==> src/rtl/rc4_ksa_engine_if.sv <==
// Handshake and S-memory bus between the loop sequencer / S RAM and the
// RC4 key-scheduling engine.
interface rc4_ksa_engine_if #(
    parameter int KEY_BYTES = 3
);
    logic                   first_loop_start;
    logic                   second_loop_start;
    logic [8*KEY_BYTES-1:0] secret_key;
    logic                   first_loop_done;
    logic                   second_loop_done;
    logic                   busy;
    logic [7:0]             s_address;
    logic [7:0]             s_data;
    logic                   s_wren;
    logic [7:0]             s_q;

    // Sequencer plus S RAM side
    modport master (
        output first_loop_start,
        output second_loop_start,
        output secret_key,
        output s_q,
        input  first_loop_done,
        input  second_loop_done,
        input  busy,
        input  s_address,
        input  s_data,
        input  s_wren
    );

    // Engine side
    modport slave (
        input  first_loop_start,
        input  second_loop_start,
        input  secret_key,
        input  s_q,
        output first_loop_done,
        output second_loop_done,
        output busy,
        output s_address,
        output s_data,
        output s_wren
    );
endinterface

==> src/rtl/rc4_ksa_engine.sv <==
// RC4 key-scheduling engine: loop 1 fills S with the identity permutation,
// loop 2 performs the keyed swap pass over a single-port S RAM with a
// one-cycle read latency.
module rc4_ksa_engine #(
    parameter int KEY_BYTES = 3
) (
    input  logic               clok,
    input  logic               rst,
    rc4_ksa_engine_if.slave    bus
);
    localparam int KW = (KEY_BYTES > 1) ? $clog2(KEY_BYTES) : 1;

    typedef enum logic [2:0] {
        IDLE,
        INIT_WR,
        RD_I,
        WAIT_I,
        RD_J,
        WAIT_J,
        WR_I,
        WR_J
    } state_t;

    state_t         state_q, state_d;
    logic [7:0]     i_q, i_d;
    logic [7:0]     j_q, j_d;
    logic [7:0]     si_q, si_d;
    logic [7:0]     sj_q, sj_d;
    logic [KW-1:0]  keyIdx_q, keyIdx_d;
    logic           initOk_q, initOk_d;
    logic           firstDone_q, firstDone_d;
    logic           secondDone_q, secondDone_d;
    logic           firstDoneSet;
    logic           secondDoneSet;
    logic [7:0]     keyByte;
    logic [7:0]     sAddr;
    logic [7:0]     sData;
    logic           sWren;

    // Select key byte (i mod KEY_BYTES); byte 0 sits in the key's MSBs
    always_comb begin
        keyByte = 8'h00;
        for (int k = 0; k < KEY_BYTES; k++) begin
            if (keyIdx_q == KW'(k)) begin
                keyByte = bus.secret_key[8*(KEY_BYTES-k)-1 -: 8];
            end
        end
    end

    // Next-state, datapath updates and memory-port drive for both loops
    always_comb begin
        state_d       = state_q;
        i_d           = i_q;
        j_d           = j_q;
        si_d          = si_q;
        sj_d          = sj_q;
        keyIdx_d      = keyIdx_q;
        initOk_d      = initOk_q;
        firstDoneSet  = 1'b0;
        secondDoneSet = 1'b0;
        sAddr         = i_q;
        sData         = 8'h00;
        sWren         = 1'b0;
        case (state_q)
            IDLE: begin
                if (bus.first_loop_start && !firstDone_q) begin
                    i_d      = 8'h00;
                    initOk_d = 1'b0;
                    state_d  = INIT_WR;
                end else if (bus.second_loop_start && !secondDone_q && initOk_q) begin
                    i_d      = 8'h00;
                    j_d      = 8'h00;
                    keyIdx_d = '0;
                    state_d  = RD_I;
                end
            end
            INIT_WR: begin
                sAddr = i_q;
                sData = i_q;
                sWren = 1'b1;
                i_d   = i_q + 8'd1;
                if (i_q == 8'hFF) begin
                    firstDoneSet = 1'b1;
                    initOk_d     = 1'b1;
                    state_d      = IDLE;
                end
            end
            RD_I: begin
                sAddr   = i_q;
                state_d = WAIT_I;
            end
            WAIT_I: begin
                si_d    = bus.s_q;
                j_d     = j_q + bus.s_q + keyByte;
                state_d = RD_J;
            end
            RD_J: begin
                sAddr   = j_q;
                state_d = WAIT_J;
            end
            WAIT_J: begin
                sj_d    = bus.s_q;
                state_d = WR_I;
            end
            WR_I: begin
                sAddr   = i_q;
                sData   = sj_q;
                sWren   = 1'b1;
                state_d = WR_J;
            end
            WR_J: begin
                sAddr    = j_q;
                sData    = si_q;
                sWren    = 1'b1;
                i_d      = i_q + 8'd1;
                keyIdx_d = (keyIdx_q == KW'(KEY_BYTES - 1)) ? '0 : keyIdx_q + KW'(1);
                if (i_q == 8'hFF) begin
                    secondDoneSet = 1'b1;
                    state_d       = IDLE;
                end else begin
                    state_d = RD_I;
                end
            end
            default: begin
                state_d = IDLE;
            end
        endcase
    end

    // Done flags rise at loop end and drop on the first clock seeing their start low
    always_comb begin
        firstDone_d  = firstDoneSet  ? 1'b1 : (bus.first_loop_start  ? firstDone_q  : 1'b0);
        secondDone_d = secondDoneSet ? 1'b1 : (bus.second_loop_start ? secondDone_q : 1'b0);
    end

    // State and datapath registers with synchronous reset
    always_ff @(posedge clok) begin
        if (rst) begin
            state_q      <= IDLE;
            i_q          <= 8'h00;
            j_q          <= 8'h00;
            si_q         <= 8'h00;
            sj_q         <= 8'h00;
            keyIdx_q     <= '0;
            initOk_q     <= 1'b0;
            firstDone_q  <= 1'b0;
            secondDone_q <= 1'b0;
        end else begin
            state_q      <= state_d;
            i_q          <= i_d;
            j_q          <= j_d;
            si_q         <= si_d;
            sj_q         <= sj_d;
            keyIdx_q     <= keyIdx_d;
            initOk_q     <= initOk_d;
            firstDone_q  <= firstDone_d;
            secondDone_q <= secondDone_d;
        end
    end

    assign bus.first_loop_done  = firstDone_q;
    assign bus.second_loop_done = secondDone_q;
    assign bus.busy             = (state_q != IDLE);
    assign bus.s_address        = sAddr;
    assign bus.s_data           = sData;
    assign bus.s_wren           = sWren;
endmodule
==> src/flat_wrapper.sv <==
// flat-port wrapper written by rule: the top's interface ports become plain ports
module rc4_ksa_engine_flat 
#(
    parameter int KEY_BYTES = 3
)
  (clok, rst, bus_first_loop_start, bus_second_loop_start, bus_secret_key, bus_s_q, bus_first_loop_done, bus_second_loop_done, bus_busy, bus_s_address, bus_s_data, bus_s_wren);
  rc4_ksa_engine_if #(.KEY_BYTES(KEY_BYTES)) bus_i ();
  input  logic clok;
  input  logic rst;
  input wire logic [$bits(bus_i.first_loop_start)-1:0] bus_first_loop_start;
  input wire logic [$bits(bus_i.second_loop_start)-1:0] bus_second_loop_start;
  input wire logic [$bits(bus_i.secret_key)-1:0] bus_secret_key;
  input wire logic [$bits(bus_i.s_q)-1:0] bus_s_q;
  output wire logic [$bits(bus_i.first_loop_done)-1:0] bus_first_loop_done;
  output wire logic [$bits(bus_i.second_loop_done)-1:0] bus_second_loop_done;
  output wire logic [$bits(bus_i.busy)-1:0] bus_busy;
  output wire logic [$bits(bus_i.s_address)-1:0] bus_s_address;
  output wire logic [$bits(bus_i.s_data)-1:0] bus_s_data;
  output wire logic [$bits(bus_i.s_wren)-1:0] bus_s_wren;
  assign bus_i.first_loop_start = bus_first_loop_start;
  assign bus_i.second_loop_start = bus_second_loop_start;
  assign bus_i.secret_key = bus_secret_key;
  assign bus_i.s_q = bus_s_q;
  assign bus_first_loop_done = bus_i.first_loop_done;
  assign bus_second_loop_done = bus_i.second_loop_done;
  assign bus_busy = bus_i.busy;
  assign bus_s_address = bus_i.s_address;
  assign bus_s_data = bus_i.s_data;
  assign bus_s_wren = bus_i.s_wren;
  rc4_ksa_engine #(.KEY_BYTES(KEY_BYTES)) u_core (.clok(clok), .rst(rst), .bus(bus_i));
endmodule
==> config.mk <==
export PLATFORM = sky130hd
export DESIGN_NAME = rc4_ksa_engine_flat
export DESIGN_NICKNAME = d
export VERILOG_FILES = /design/src/rtl/rc4_ksa_engine_if.sv /design/src/rtl/rc4_ksa_engine.sv /design/src/flat_wrapper.sv
export SDC_FILE = /design/constraint.sdc
export NUM_CORES = 1
export LEC_CHECK = 0
export BUFFER_PORTS_ARGS = -buffer_cell sky130_fd_sc_hd__buf_4
export CORE_MARGIN = 2
export CORE_UTILIZATION = 30
export DETAILED_ROUTE_END_ITERATION = 7
export SYNTH_ARGS = -nofsm -noshare
export SYNTH_HDL_FRONTEND = slang
export SYNTH_SLANG_ARGS = --single-unit
==> constraint.sdc <==
create_clock -name clok -period 3.4 [get_ports clok]
set_input_delay 0.17 -clock clok [delete_from_list [all_inputs] [get_ports clok]]
set_output_delay 0.17 -clock clok [all_outputs]
set_load 0.1 [all_outputs]
# Word level (Yosys, flattened, before mapping)
# Cells that the tools add are included.
totals:
  latchBits: 0
  reg_bits: 40
  mem_bits_rw: 0
  mem_count: 0
  elab_cells: 80
  mem_bits_ro: 0
  output_inout_bits: 20
classes:
  n_reduce_logical: 20
  n_mux: 30
  order_cmp: 0
  bitwise_logic: 0
  n_eq_ne: 17
  mul: 0
  n_div: 0
  add_sub_neg: 4
  shifts: 0
ops:
  columns: ["cell", "count"]
  rows:
  - ["$mux 8", 7]
  - ["$pmux 8 s2", 2]
  - ["$pmux 3 s8", 1]
  - ["$pmux 8 s3", 1]
  - ["$add 8x8->8", 2]
  - ["$eq 3x3->1 const B", 4]
  - ["$mux 1", 10]
  - ["$ne 2x1->1 const B", 5]
  - ["$mux 3", 3]
  - ["$reduce_and 3->1", 3]
  - ["$add 8x1->8 const B", 1]
  - ["$eq 8x8->1 const B", 1]
  - ["$mux 2", 4]
  - ["$reduce_bool 2->1", 4]
  - ["$eq 3x2->1 const B", 2]
  - ["$pmux 2 s2", 1]
  - ["$reduce_and 2->1", 2]
  - ["$reduce_or 2->1", 2]
  - ["$eq 3x1->1 const B", 1]
  - ["$logic_and 1x1->1", 3]
  - ["$logic_not 3->1", 1]
  - ["$ne 3x1->1 const B", 1]
  - ["$reduce_bool 3->1", 1]
  - ["$reduce_or 3->1", 1]
  - ["other kinds (7)", 8]

# Depth between registers and ports, before layout
# Gate-level depths: netlist of run 1.
logic_depth:
  depth_word: 6
  mapped_depth: 14
  depth_no_buf: 13

# Worst setup path after synthesis of run 1
# Ideal clock, no wire load.
synth_path:
  kind: "register to register"
  start: "register u_core.keyIdx_q[0]"
  end: "register u_core.j_q[7]"
  required_ns: 3.338
  path_buffers: 1
  arrival_time_ns: 2.828
  path_stages_with_launch: 13
  path_slack_ns: 0.510
  path_cell_list: "dfxtp_1 buf_1 mux2i_1 nor2_1 a21oi_1 fa_1 inv_1 ha_1 nor2b_1 o31ai_1 a21oi_1 or4_1 nand3_1"
synth_between:
  elab_chain_len: 6
  elab_cells_between_ends: 8
synth_lines:
  columns: ["element", "line", "rtl"]
  rows:
  - ["start: declaration", "rc4_ksa_engine.sv:29", "logic [KW-1:0] keyIdx_q, keyIdx_d;"]
  - ["start signal: assignment", "rc4_ksa_engine.sv:154", "keyIdx_q <= keyIdx_d;"]
  - ["$logic_not 2->1", "rc4_ksa_engine.sv:44", "if (keyIdx_q == KW'(k)) begin"]
  - ["$mux 8 (2 in series)", "rc4_ksa_engine.sv:44", null]
  - ["$mux 8 *", "rc4_ksa_engine.sv:44", null]
  - ["$add 8x8->8 *", "rc4_ksa_engine.sv:94", "j_d = j_q + bus.s_q + keyByte;"]
  - ["$pmux 8 s2 *", "rc4_ksa_engine.sv:64", "case (state_q)"]
  - ["end signal: assignment", "rc4_ksa_engine.sv:151", "j_q <= j_d;"]
  - ["end: declaration", "rc4_ksa_engine.sv:26", "logic [7:0] j_q, j_d;"]
# Mark *: on every way between the ends. The rest lies on a longest branch, timed or not.
# A chain may end at the register's enable or synchronous reset.

# Worst setup path after layout of run 1
# Ends and elaborated chain as after synthesis.

==> results of run 1 <==
path summary, 6_finish.rpt:
check                                   startpoint        endpoint  slack (ns)
worst max-delay path            u_core.keyIdx_q[0]   u_core.j_q[7]        0.52
worst min-delay path                    bus_s_q[3]  u_core.si_q[3]        0.12
worst max register to register  u_core.keyIdx_q[0]   u_core.j_q[7]        0.52
worst min register to register      u_core.si_q[0]  u_core.si_q[0]        0.46
kinds of logic after synthesis:
group / count (synthesis) / share of synthesized area, %
flip-flops: 40 / 31.2
AND/OR/NAND/NOR: 122 / 22.0
buffers and inverters: 50 / 7.76
XOR/XNOR: 6 / 2.05
multiplexers: 10 / 3.95
AO/OA/AOI/OAI: 93 / 23.4
adder cells (fa/ha/maj): 15 / 9.66
metrics by stage:
| step | instance area, um^2 | hold WS, ns | setup slack [ns] | cells |
|---|---|---|---|---|
| finish | 3170 | 0.117 | 0.522 | 489 |
| global route | 3170 | 0.120 | 0.278 | 489 |
| CTS | 3170 | 0.113 | 0.527 | 489 |
| detailed placement | 3060 | 0.426 | 0.555 | 481 |
| global placement | 3060 | 0.419 | 0.652 | 481 |
| floorplan | 2560 | 0.306 | 0.510 | 336 |
cell type report:
| type | instances | area, um^2 |
|---|---|---|
| well taps | 105 | 131 |
| clock buffers | 6 | 72.6 |
| repair buffers | 60 | 450 |
| flip-flops and latches | 40 | 801 |
| fillers | 884 | 5090 |
| inverters | 30 | 113 |
| multi-input cells | 246 | 1570 |
| clock inverters | 2 | 35.0 |
sequential cells by signal, summed over array words and instances (netlist names):
signal                       cells
u_core.keyIdx_q                  2
u_core.sj_q                      8
u_core.bus.second_loop_done      1
u_core.initOk_q                  1
u_core.state_q                   3
u_core.bus.first_loop_done       1
u_core.si_q                      8
u_core.i_q                       8
u_core.j_q                       8
report_power, final:
part | total [uW] | internal, uW | leakage (uW) | switching [uW]
Sequential | 496 | 482 | 0.000323 | 14.2
Combinational | 324 | 118 | 0.000960 | 206
Clock | 392 | 218 | 0.0000552 | 174
cell usage in the layout (no fill, tap or decap), drive strengths merged, types with 5 or more instances in the layout:
cell    count
nand3       7
buf        60
a211oi      5
a22o       15
clkbuf      6
nand2      34
fa          8
a21oi      37
ha          7
inv        30
xnor2       5
dfxtp      40
o21ai      20
mux2i       9
a22oi       6
nand3b      7
nor2       53
cells in the mapped netlist, types with 4 or more instances:
cell type,instances,area [um^2]
a22o_1,15,131
o21ai_1,16,80.1
a211oi_1,5,37.5
inv_1,30,113
fa_1,8,160
nand3_1,7,35.0
nor3_1,4,20.0
nand2_1,34,128
nor2_1,51,191
a21oi_1,36,180
mux2i_1,9,90.1
nor2b_1,4,25.0
nand3b_1,7,52.6
xnor2_1,5,43.8
clkbuf_1,12,45.0
dfxtp_1,40,801
a22oi_1,6,45.0
ha_1,7,87.6
per-layer routing:
metal,up-vias,global-route usage (%),share of wire (%)
li1,1247,-,-
met1,1166,22.3,48
met2,60,27.3,46
met3,6,3.57,5.1
met4,0,3.76,1.2
met5,-,0,0
worst max-delay path: stages (launching register included):
cell and delay, ns:
dfxtp_1 0.52, mux2i_1 0.25, nor2_1 0.06, a21oi_1 0.15, fa_1 0.43, inv_1 0.07
ha_1 0.27, nor2b_1 0.17, o31ai_1 0.29, a21oi_1 0.13, or4_1 0.41, nand3_1 0.08
==> flow_metrics.py, run 1 <==
metrics = {
    "cts": {
        "clock_latency_ns": 0.30,
        "cts.sinks": 40,
        "cts_resized": 0,
        "postCtsSetupRepairBufs": 0,
        "root_buffer": "clkbuf_8",
        "h-tree-depth": 2,
        "cts-buffers-inserted": 5,
        "cts_tree": "yes",
        "ctsHoldBuffers": 0,
        "path_clk_slew_ns": 0.08,
        "cts_buffer_depth": 2,
    },
    "synthesis": {
        "synth-seq-cells": 40,
        "synth-async-reset-ratio_pct": 0,
        "netlist_area_um2": 2560,
        "ys_warn_count": 0,
        "synth_edf_count": 0,
        "synth_cell_types": 44,
        "ys.flop_type": "dfxtp_1",
        "syn-num-nets": 387,
        "synth_cells": 336,
        "yosysSeqAreaShare_pct": 31.2,
        "postSynthAreaPerCell_um2": 7.63,
    },
    "routing": {
        "drc_errors": 0,
        "vias_per_cell": 5.07,
        "wl_per_cell_um": 14.8,
        "wl_um": 7220,
        "drtAntennaViolNets": 0,
        "dr.pass1.iters": 4,
        "drt_iter0_drc": 161,
        "vias": 2479,
    },
    "finish": {
        "drive_gt1_share_pct": 19.3,
        "postLayoutCoreUtil_pct": 38.4,
        "synthToLayoutAreaGrowth_pct": 23.5,
        "fin_nets": 434,
        "n_antenna_cell": 0,
    },
    "place": {
        "dp_hpwl_um": 5330,
        "portBuffers": 55,
        "place_congestion": 0.910,
    },
    "floorplanning": {
        "core_area_um2": 8260,
        "die_w_um": 96.5,
        "initial_core_util_pct": 31.1,
        "io_pins": 56,
        "die_area_um2": 9310,
        "dieHeight_um": 96.5,
        "row_count": 33,
    },
    "timing": {
        "fmaxAchievable_ghz": 0.347,
        "final_max_slew_viol_count": 0,
        "period_share_pct": 84.7,
        "worst_pin_slew_ns": 0.719,
        "final_hold_viol_count": 0,
        "skew_ns": 0.00568,
        "setup_violations": 0,
        "period_needed_ns": 2.88,
        "fin_setup_tns_ns": 0,
        "max-slew-margin-rel_pct": 51.9,
        "rsz0062_at_grt": "no",
    },
    "global_route": {
        "grt_max_degree": 45,
        "grt_first_pass_wirelength_um": 11800,
        "track_usage_pct": 16.6,
        "grt_pass1_vias": 2429,
        "antenna_found_initial": 0,
        "gr-total-overflow": 0,
    },
    "worst_setup_path": {
        "rr_worst_depth": 11,
        "cp-start-kind": "register",
        "crit_required_ns": 3.64,
        "arrival_ns": 3.12,
        "criticalPathCategory": "register to register",
        "cp-end-kind": "register",
        "worstPathMaxFanout": 7,
    },
    "power": {
        "p_leak_uw": 0.00134,
        "power_density_nw_per_um2": 383,
        "peakVddDrop_v": 0.000208,
        "p_total_uw": 1210,
    },
    "hold_path": {
        "holdPathStages": 3,
        "hp-class": "input pin to register",
    },
    "run_status": {
        "status": "complete, no violations",
    },
    "run": {
        "maxCapViolCount": 0,
    },
}
(Power assumes the default switching activity.)
==> run 2: changes to the inputs <==
clock period = 2.6 ns   (was 3.4 ns; I/O delays follow)
==> run 2 against run 1 <==
Non-clock buffer count up 10. Core utilization up 1.8 points. Largest cell class unchanged. Sequential power up 31%. Die area unchanged. The flow now finishes with violations (negative setup slack). Total power up 27%. Global-route usage down 0.47 points.
==> flow_metrics.py, run 2 (synthesis results as in run 1) <==
metrics = {
    "hold_path": {
        "hp-class": "input pin to register",
    },
    "timing": {
        "final_max_slew_viol_count": 0,
        "period_share_pct": 101,
        "worst_slack_ns": -0.0368,
        "setup_violations": 1,
        "worst_pin_slew_ns": 0.683,
        "fmaxAchievable_ghz": 0.379,
        "max-slew-margin-rel_pct": 54.3,
        "final_hold_viol_count": 0,
        "rsz0062_at_grt": "yes",
        "skew_ns": 0.00343,
        "period_needed_ns": 2.64,
    },
    "cts": {
        "cts_tree": "yes",
        "cts_buffer_depth": 2,
        "clock_latency_ns": 0.28,
        "cts.sinks": 40,
        "root_buffer": "clkbuf_8",
        "h-tree-depth": 2,
        "path_clk_slew_ns": 0.08,
        "cts-buffers-inserted": 5,
        "ctsHoldBuffers": 0,
    },
    "worst_setup_path": {
        "cpPeakStageDelay_ns": 0.47,
        "cp_cell_sequence": "mux2i_1, nor2_1, a21oi_2, fa_1, inv_1, ha_2, inv_2, fa_2, nor2b_4, o31ai_4, a21oi_2, or4_1, nand3_1",
        "crit_required_ns": 2.83,
        "worst_path_most_repeated_cell": "a21oi_2",
        "worstPathMaxFanout": 5,
        "cp-end-kind": "register",
        "slowest_stage": "fa_1",
        "arrival_ns": 2.87,
        "cp-start-kind": "register",
        "criticalPathCategory": "register to register",
        "timing.critical_path.buf_inv": 2,
        "critPathTopFamily": "adder cells",
    },
    "global_route": {
        "grt_max_degree": 45,
        "grt_first_pass_wirelength_um": 11600,
        "track_usage_pct": 16.1,
        "grt_pass1_vias": 2344,
        "gr-total-overflow": 0,
        "antenna_found_initial": 0,
    },
    "routing": {
        "dr_wl_met3_um": 273,
        "vias_per_cell": 4.95,
        "top_layer_used": "met4",
        "drt-met1-wl_um": 3610,
        "drt_iter0_drc": 141,
        "wl_per_cell_um": 14.7,
        "drtAntennaViolNets": 0,
        "drc_errors": 0,
        "wl_met2_um": 3360,
        "dr.pass1.iters": 4,
        "wl_um": 7310,
        "vias": 2470,
    },
    "finish": {
        "postLayoutCoreUtil_pct": 40.2,
        "n_antenna_cell": 0,
        "mostFrequentLayoutCells": "buf_4 (70), nor2_1 (51), dfxtp_1 (38), nand2_1 (34), a21oi_1 (30)",
        "fin_cells": 499,
        "drive_gt1_share_pct": 26.1,
        "layout_commonest_cell": "buf_4",
        "fin_nets": 444,
        "n_fill_cell": 857,
        "synthToLayoutAreaGrowth_pct": 29.4,
    },
    "floorplanning": {
        "dieHeight_um": 96.5,
        "row_count": 33,
        "die_w_um": 96.5,
        "core_area_um2": 8260,
        "io_pins": 56,
        "initial_core_util_pct": 31.1,
        "die_area_um2": 9310,
    },
    "run_status": {
        "status": "complete, but fails checks",
        "violations": "negative setup slack",
    },
    "place": {
        "place_congestion": 0.837,
        "placed_cells": 489,
        "portBuffers": 55,
        "dp_hpwl_um": 5340,
        "pre_cts_ws_ns": -0.0937,
    },
    "power": {
        "p_leak_uw": 0.00138,
        "peakVddDrop_v": 0.000202,
        "power_density_nw_per_um2": 465,
    },
    "run": {
        "maxCapViolCount": 0,
    },
}
run 2: path summary, 6_finish.rpt:
check | from | cells after the start | slack (ns) | to
max | u_core.keyIdx_q[0] | 13 | -0.04 | u_core.j_q[7]
min | bus_s_q[3] | 3 | 0.1 | u_core.si_q[3]
max reg2reg | u_core.keyIdx_q[0] | 13 | -0.04 | u_core.j_q[7]
min reg2reg | u_core.si_q[3] | 2 | 0.46 | u_core.si_q[3]
run 2: power by group:
part | internal, uW | total, uW | switching, uW
Clock | 217 | 427 | 210
Combinational | 183 | 467 | 284
Sequential | 629 | 650 | 20.6
Total | 1030 | 1540 | 515
run 2: per-stage QoR:
stage | cell area (um^2) | power [uW] | setup TNS, ns | hold WS (ns)
after floorplan | 2570 | 965 | -0.00784 | 0.266
after global placement | 3120 | 1090 | 0 | 0.381
after detailed placement | 3120 | 1090 | -0.0937 | 0.393
after CTS | 3240 | 1530 | 0 | 0.0906
after global routing | 3320 | 1630 | -0.243 | 0.0874
final | 3320 | 1540 | -0.0368 | 0.0985
run 2: timing repair:
item,in CTS,in global routing
gates cloned,0,0
resized for setup,7,16
setup buffers,0,2
endpoints found under the setup margin,2,3
pin swaps,1,9
run 2: per-layer routing:
| layer | vias up | GRT usage (%) |
|---|---|---|
| li1 | 1259 | - |
| met2 | 43 | 26.4 |
| met1 | 1162 | 22.0 |
| met4 | 0 | 3.64 |
| met3 | 6 | 3.10 |
| met5 | - | 0 |
run 2: final cells by class:
type                       count  area, um^2  share of cell area, %
inverter                      30         113                   3.39
sequential                    40         806                   24.3
multi-input combinational    246        1650                   49.8
tap                          105         131                   3.96
timing repair buffer          70         526                   15.8
clock buffer                   8        90.1                   2.71
run 2: worst min-delay path, stage by stage:
cell and delay, ns:
buf_4 0.11, nand2_1 0.04, a21oi_1 0.05
==> run 3: changes to the inputs <==
==> constraint.sdc (replaced) <==
create_clock -name clok -period 2.6 [get_ports clok]
set_input_delay 0.52 -clock clok [delete_from_list [all_inputs] [get_ports clok]]
set_output_delay 0.52 -clock clok [all_outputs]
set_load 0.1 [all_outputs]
==> run 3 against run 2 <==
Routed wire length decreased by 1.8%. Global-route usage increased by 0.090 points. The run still ends with negative setup slack left. Sequential share of layout area decreased by 0.47 points. Via count increased by 0.93%. Critical path depth decreased by 1. Clock skew increased by 0.0071 ns. Fmax decreased by 0.29%. Sequential power about the same. Worst setup slack got worse by 0.0078 ns. Die area unchanged.
==> flow_metrics.py, run 3 (synthesis results as in run 1) <==
metrics = {
    "worst_setup_path": {
        "cp-start-kind": "register",
        "criticalPathCategory": "register to register",
        "critPathTopFamily": "simple AND/OR/NAND/NOR gates",
        "arrival_ns": 2.88,
        "timing.critical_path.buf_inv": 2,
        "cpPeakStageDelay_ns": 0.44,
        "cp_cell_sequence": "buf_12, mux2i_2, nor2_1, a21oi_1, fa_1, inv_2, ha_4, nor2b_2, o31ai_2, a21oi_2, or4_1, nand3_1",
        "worstPathMaxFanout": 6,
        "crit_required_ns": 2.84,
        "slowest_stage": "fa_1",
        "cp-end-kind": "register",
    },
    "power": {
        "pwr-share-clk_pct": 30.7,
        "power.switching_uw": 532,
        "p_leak_uw": 0.00142,
        "p_int_uw": 1120,
        "pwr-share-seq_pct": 39.3,
        "switching_share_pct": 32.2,
        "power_density_nw_per_um2": 487,
        "peakVddDrop_v": 0.000239,
        "power_frac_comb_pct": 29.9,
    },
    "finish": {
        "layout_commonest_cell": "buf_4",
        "n_antenna_cell": 0,
        "fin_cells": 502,
        "fin_nets": 447,
        "synthToLayoutAreaGrowth_pct": 32.2,
        "n_fill_cell": 853,
        "drive_gt1_share_pct": 27.7,
        "mostFrequentLayoutCells": "buf_4 (68), nor2_1 (51), dfxtp_1 (37), nand2_1 (34), a21oi_1 (32)",
        "postLayoutCoreUtil_pct": 41.1,
    },
    "routing": {
        "vias": 2493,
        "drc_errors": 0,
        "vias_per_cell": 4.97,
        "wl_per_cell_um": 14.3,
        "drtAntennaViolNets": 0,
        "wl_um": 7180,
        "dr.pass1.iters": 4,
        "drt_iter0_drc": 113,
    },
    "floorplanning": {
        "io_pins": 56,
        "dieHeight_um": 96.5,
        "die_area_um2": 9310,
        "initial_core_util_pct": 31.1,
        "row_count": 33,
        "die_w_um": 96.5,
        "core_area_um2": 8260,
    },
    "timing": {
        "skew_ns": 0.0105,
        "period_needed_ns": 2.64,
        "final_hold_viol_count": 0,
        "final_max_slew_viol_count": 0,
        "worst_slack_ns": -0.0446,
        "max-slew-margin-rel_pct": 56.9,
        "rsz0062_at_grt": "yes",
        "fin_setup_tns_ns": -0.0712,
        "setup_violations": 2,
        "period_share_pct": 102,
        "fmaxAchievable_ghz": 0.378,
        "worst_pin_slew_ns": 0.645,
    },
    "place": {
        "portBuffers": 55,
        "dp_hpwl_um": 5220,
        "pre_cts_ws_ns": -0.176,
        "place_congestion": 0.864,
        "placed_cells": 491,
    },
    "global_route": {
        "grt_max_degree": 45,
        "grt_pass1_vias": 2444,
        "gr-total-overflow": 0,
        "antenna_found_initial": 0,
        "grt_first_pass_wirelength_um": 11700,
        "track_usage_pct": 16.2,
    },
    "run_status": {
        "violations": "negative setup slack",
        "status": "complete, but fails checks",
    },
    "cts": {
        "path_clk_slew_ns": 0.08,
        "clock_latency_ns": 0.29,
        "cts-buffers-inserted": 5,
        "root_buffer": "clkbuf_8",
        "cts_buffer_depth": 2,
        "cts.sinks": 40,
        "cts_tree": "yes",
        "h-tree-depth": 2,
    },
    "hold_path": {
        "hp-class": "register to register",
    },
    "run": {
        "maxCapViolCount": 0,
    },
}
[run 3: tightest hold or removal path: cells and delay by family, from the launching register on]
kind | cells | cell delay, ns
flip-flops | 1 | 0.31
AO/OA/AOI/OAI | 1 | 0.05
AND/OR/NAND/NOR | 1 | 0.05
[run 3: power by group through the flow]
| stage | Combinational, uW | Sequential [uW] | Clock [uW] |
|---|---|---|---|
| after CTS | 450 | 649 | 518 |
| final | 494 | 649 | 507 |
| after global placement | 432 | 663 | 0 |
| after floorplan | 310 | 656 | 0 |
| after detailed placement | 436 | 664 | 0 |
| after global routing | 541 | 653 | 549 |
[run 3: final timing paths]
path                                        to  slack, ns  cells past startpoint                from
worst min register to register  u_core.si_q[5]       0.46                      2      u_core.si_q[5]
worst max register to register   u_core.j_q[7]      -0.04                     12  u_core.keyIdx_q[0]
worst max-delay path             u_core.j_q[7]      -0.04                     12  u_core.keyIdx_q[0]
worst min-delay path            u_core.si_q[5]       0.46                      2      u_core.si_q[5]
[run 3: final cells by class]
| class | count | area, um^2 | area share (%) |
|---|---|---|---|
| clock buffer | 6 | 72.6 | 2.14 |
| clock inverter | 2 | 35.0 | 1.03 |
| sequential | 40 | 807 | 23.8 |
| multi-input combinational | 246 | 1660 | 48.9 |
| timing repair buffer | 73 | 576 | 17.0 |
| tap | 105 | 131 | 3.87 |
| inverter | 30 | 113 | 3.32 |
[run 3: through the flow]
step | instance area (um^2) | hold WS, ns | total power [uW]
3_3_place_gp | 3150 | 0.445 | 1100
2_1_floorplan | 2570 | 0.436 | 965
3_5_place_dp | 3150 | 0.447 | 1100
5_1_grt | 3390 | 0.474 | 1740
6_report | 3390 | 0.458 | 1650
4_1_cts | 3300 | 0.459 | 1620
[run 3: metal layers]
layer / vias up / share of wire, % / global-route usage (%)
met5: - / 0 / 0
met4: 0 / 1.6 / 5.05
met3: 8 / 4.9 / 2.72
met2: 60 / 46 / 26.4
met1: 1161 / 47 / 21.9
li1: 1264 / - / -
[run 3: repair_timing]
item,in CTS,in global routing
setup buffers,0,3
pin swaps,5,7
gates resized for setup,11,18
hold buffers,0,0
hold endpoints to repair,0,0
endpoints found under the setup margin,4,9
